<file path="config.mk">
export PLATFORM = sky130hd
export DESIGN_NAME = param_updown_counter
export DESIGN_NICKNAME = d
export VERILOG_FILES = /design/src/rtl/param_updown_counter_pkg.sv /design/src/rtl/param_updown_next.sv /design/src/rtl/param_updown_counter.sv
export SDC_FILE = /design/constraint.sdc
export NUM_CORES = 1
export LEC_CHECK = 0
export CAP_MARGIN = 20
export CORE_MARGIN = 2
export CORE_UTILIZATION = 30
export CTS_CLUSTER_SIZE = 24
export DETAILED_ROUTE_END_ITERATION = 8
export HOLD_SLACK_MARGIN = 0.1
export SETUP_SLACK_MARGIN = 0.15
export SLEW_MARGIN = 5
export SYNTH_ARGS = -nofsm -noshare
export SYNTH_HDL_FRONTEND = slang
export SYNTH_SLANG_ARGS = --single-unit
export TNS_END_PERCENT = 50
</file>
<file path="constraint.sdc">
create_clock -name clk -period 3.2 [get_ports clk]
set_input_delay 0.64 -clock clk [delete_from_list [all_inputs] [get_ports clk]]
set_output_delay 0.64 -clock clk [all_outputs]
set_load 0.01 [all_outputs]
</file>
<file path="src/rtl/param_updown_counter_pkg.sv">
// Shared encodings and helpers for the parametrised up/down counter.
// Imported by the next-state calculator and the counter top.
package param_updown_counter_pkg;

  localparam logic UP   = 1'b1;
  localparam logic DOWN = 1'b0;

  localparam logic WRAP = 1'b0;
  localparam logic SAT  = 1'b1;

endpackage

</file>
<file path="src/rtl/param_updown_next.sv">
// Combinational next-count and boundary-event calculator.
// All arithmetic is WIDTH+1 bits so max_val+1 never overflows.
module param_updown_next
  import param_updown_counter_pkg::*;
#(
  parameter int WIDTH = 5
) (
  input  logic [WIDTH-1:0] dout,
  input  logic [WIDTH:0]   s,
  input  logic [WIDTH-1:0] max_val,
  input  logic             mode,
  input  logic             sat,
  output logic [WIDTH-1:0] nxt,
  output logic             evt
);

  localparam int NW = WIDTH + 1;

  logic [WIDTH:0] cur;
  logic [WIDTH:0] mx;
  logic [WIDTH:0] mp1;
  logic [WIDTH:0] sum;
  logic [WIDTH:0] dif;

  assign cur = NW'(dout);
  assign mx  = NW'(max_val);
  assign mp1 = mx + NW'(1);
  assign sum = cur + s;
  assign dif = cur + mp1 - s;

  always_comb begin
    nxt = dout;
    evt = 1'b0;
    // A lowered bound pulls a stale count back into range first.
    if (cur > mx) begin
      nxt = max_val;
      evt = 1'b1;
    end else if (s == '0) begin
      nxt = dout;
      evt = 1'b0;
    end else if (mode == UP) begin
      if (sum <= mx) begin
        nxt = WIDTH'(sum);
      end else if (sat == SAT) begin
        nxt = max_val;
        evt = (cur != mx);
      end else begin
        nxt = WIDTH'(sum - mp1);
        evt = 1'b1;
      end
    end else begin
      if (s <= cur) begin
        nxt = WIDTH'(cur - s);
      end else if (sat == SAT) begin
        nxt = '0;
        evt = (cur != '0);
      end else begin
        nxt = WIDTH'(dif);
        evt = 1'b1;
      end
    end
  end

endmodule

</file>
<file path="src/rtl/param_updown_counter.sv">
// Loadable up/down counter with programmable step, bound and
// wrap/saturate policy; registered count and boundary-event pulse.
module param_updown_counter
  import param_updown_counter_pkg::*;
#(
  parameter int WIDTH       = 5,
  parameter int STEP_W      = 3,
  parameter int SAT_DEFAULT = 0
) (
  input  logic              clk,
  input  logic              rst,
  input  logic              en,
  input  logic              load,
  input  logic              mode,
  input  logic              sat,
  input  logic [STEP_W-1:0] step,
  input  logic [WIDTH-1:0]  max_val,
  input  logic [WIDTH-1:0]  din,
  output logic [WIDTH-1:0]  dout,
  output logic              tc,
  output logic              evt
);

  localparam int NW = WIDTH + 1;
  localparam int EW = (STEP_W > NW) ? STEP_W : NW;

  // sat is expected to be tied to SAT_DEFAULT (0 or 1) by integrators.
  if (SAT_DEFAULT != 0 && SAT_DEFAULT != 1) begin : g_sat_default_invalid
  end

  logic [EW-1:0]    step_x;
  logic [EW-1:0]    mx_x;
  logic [WIDTH:0]   s;
  logic [WIDTH-1:0] nxt;
  logic             nxt_evt;
  logic [WIDTH-1:0] ld_val;
  logic [WIDTH-1:0] dout_q;
  logic             evt_q;

  assign step_x = EW'(step);
  assign mx_x   = EW'(max_val);
  assign s      = (step_x > mx_x) ? NW'(mx_x) : NW'(step_x);
  assign ld_val = (din > max_val) ? max_val : din;

  param_updown_next #(
    .WIDTH (WIDTH)
  ) u_next (
    .dout    (dout_q),
    .s       (s),
    .max_val (max_val),
    .mode    (mode),
    .sat     (sat),
    .nxt     (nxt),
    .evt     (nxt_evt)
  );

  always_ff @(posedge clk or negedge rst) begin
    if (!rst) begin
      dout_q <= '0;
      evt_q  <= 1'b0;
    end else if (load) begin
      dout_q <= ld_val;
      evt_q  <= 1'b0;
    end else if (en) begin
      dout_q <= nxt;
      evt_q  <= nxt_evt;
    end else begin
      evt_q  <= 1'b0;
    end
  end

  assign dout = dout_q;
  assign evt  = evt_q;
  assign tc   = (mode == UP) ? (dout_q == max_val) : (dout_q == '0);

endmodule

</file>
==> impl_metrics.ini <==
[floorplanning]
dieArea_mm2 = 0.00729
core_mm2 = 0.00639
start_util_pct = 31.1
rows = 29
die_w_um = 85.4
die_y_um = 85.4
io_pins = 26

[synthesis]
synth-edff-count = 0
synthTopCellsByArea = ha_1, dfrtp_1, fa_1
syn_area_per_cell_um2 = 8.11
yosysMostFrequentCell = ha_1
synthCells = 245
ys_dominant_reg_cell = dfrtp_1
ys_async_sr_fraction_pct = 100
ys_types = 45
synth_top_area_cell = ha_1
synth_common_cells = ha_1, inv_1, a21oi_1
yosysTopAreaCellShare_pct = 24.5
synth_seq_area_share_pct = 7.55
ys_warn_count = 0
synth_area_mm2 = 0.00199
synth-seq-cells = 6

[flow_run]
drv_cap = 0

[timing]
finClkSkew_ns = 0.00225
timing.final.crit_share_pct = 129
drv_slew = 0
hold_viol = 0
rsz0062_at_grt = yes
tightest_slew_ns = 0.640
relSlewSlack_pct = 57.2
min_period_ns = 4.14
setup_viol = 6
clock.fmax_ghz = 0.242
fin_ws_ns = -0.938
finalSetupTns_ns = -4.97

[critical_path]
critPathCaptureType = flip-flop
crit_path_max_incr_delay_ns = 0.33
crit_fanout = 6
cp_cell_sequence = buf_8, clkinvlp_4, ha_4, nand3_2, o2111a_2, nand2_4, o21ai_2, ha_2, inv_2, fa_2, nand2b_4, a2bb2oi_4, xnor2_2, ha_1, and3_4, o21ai_2, a32oi_2, a2111oi_4, buf_4, mux2_4, a211oi_2, o31ai_1
worstPathArrival_ns = 4.23
required_ns = 3.29
crit_type = primary input to flip-flop
start_kind = primary input
slowest_stage = fa_2
worst_path_most_repeated_cell = o21ai_2

[pwr]
comb_power_share_pct = 91.0
pwr-share-clk_pct = 4.1
leakage_uw = 0.00147
peakVddDrop_mv = 0.498
seqPwrFrac_pct = 4.9
cell_internal_pwr_uw = 1490
p_total_uw = 2690
sw_frac_of_total_pct = 44.7
p_per_area_mw_per_mm2 = 876
switchingPower_uw = 1200

[drt]
drc = 0
via_per_inst = 5.10
drtIter0Drc = 108
first_pass_iters = 5
vias = 2136
routed_wl_mm = 6.64
wl_per_cell_um = 15.8
ant_nets = 0

[clock_tree]
cts_tree = yes
clock_latency_ns = 0.22
cts_made_buffers = 3
cts.clk_slew.worst_paths_ns = 0.04
clockBufferDepth = 2
cts_sinks = 6
htreeDepth = 1
ctsHoldBuffers = 0
clock-root-buffer = clkbuf_8

[global_routing]
antenna_found_initial = 0
grt_pass1_wl_mm = 11.0
grt_max_degree = 15
overflow = 0
grtUsageTotal_pct = 19.1
grt_pass1_vias = 2153

[placement]
post_dp_cell_area_mm2 = 0.00289
portBuffers = 25
gp_congestion = 0.918
hpwl_mm = 5.51

[finish]
fin_area_mm2 = 0.00307
fillCellCount = 625
nets = 409
multiInputGateArea_mm2 = 0.00190
diodes = 0
seq_area_um2 = 150
syn2layout_area_growth_pct = 54.3
drive_above_1_share_pct = 36.3

[hold_path]
min_path_type = primary input to async pin

[status]
outcome = finished with violations
violations = setup timing
## through the flow
step,hold WS (ns),worst slack [ns],util [%],instances
floorplan,0.344,-1.18,-,248
CTS,0.681,-0.949,47.6,418
finish,0.676,-0.938,48.0,419
global route,0.700,-1.09,48.0,419
global placement,0.692,-1.59,45.2,406
detailed placement,0.703,-1.73,45.2,406
## registers in the layout, indices dropped and copies added, names as in the netlist
name / cells
evt: 1
dout: 5
## power groups by stage
stage | sequential (uW) | clock, uW | combinational (uW)
after global placement | 127 | 0 | 2200
after floorplan | 167 | 0 | 1350
after detailed placement | 128 | 0 | 2230
after CTS | 132 | 112 | 2390
final | 133 | 110 | 2440
after global routing | 135 | 116 | 2670
## layout make-up
cell class	instances	share of cell area, %
Sequential cell	6	4.89
Clock buffer	3	1.35
Timing Repair Buffer	96	25.0
Inverter	27	3.67
Multi-Input combinational cell	210	61.9
Tap cell	77	3.14
## worst max-delay path: cells and delay by family
family | cells | cell delay, ns
buffers and inverters | 4 | 0.41
and+or+nand+nor | 4 | 0.49
xor gates and xnor gates | 1 | 0.08
AOI/OAI and AO/OA | 8 | 1.21
muxes | 1 | 0.32
adders and majority gates | 4 | 1.10
## timing repair
action                     in CTS  in global routing
buffers inserted                9                  1
gates resized for setup        43                  6
setup endpoints to repair       7                  6
pin swaps                      20                  7
## cells in the final DEF, fill, tap and decap left out, types with 6 or more instances in the layout
cell	netlist	final
buf_4	0	69
ha_1	39	33
a21oi_1	23	20
nor2_1	21	19
inv_1	26	19
clkdlybuf4s50_1	0	16
xnor2_1	11	9
mux2i_1	9	9
nand2_1	10	8
inv_2	1	6
a21o_1	6	6
nand3_1	7	6
fa_1	7	6
dfrtp_1	6	6
## logic make-up after synthesis
| kind of cell | after synthesis | share of synthesized area, % |
|---|---|---|
| AOI/OAI and AO/OA | 69 | 25.2 |
| xor gates and xnor gates | 16 | 7.05 |
| adders and majority gates | 46 | 31.6 |
| buffers and inverters | 32 | 6.04 |
| DFF | 6 | 7.55 |
| muxes | 15 | 7.93 |
| other | 2 | 0.378 |
| and+or+nand+nor | 59 | 14.2 |
## path summary, 6_finish.rpt
path / depth (start not counted) / to / slack, ns / from
max: 22 / dout[3] / -0.94 / max_val[1]
min: 1 / dout[0] / 0.68 / rst
max reg2reg: 15 / dout[3] / 0.03 / dout[0]
min reg2reg: 2 / dout[0] / 0.70 / dout[0]
max in group asynchronous: 1 / dout[3] / 2.30 / rst
min in group clk: 2 / dout[0] / 0.70 / dout[0]
## metal layers
layer / part of all wire [%] / vias up / track usage (%)
met5: 0 / - / 0
met2: 49 / 56 / 33.9
met1: 46 / 1005 / 26.1
met4: 1.2 / 0 / 1.30
met3: 4.2 / 10 / 1.75
li1: - / 1065 / -
(Power assumes the default switching activity.)
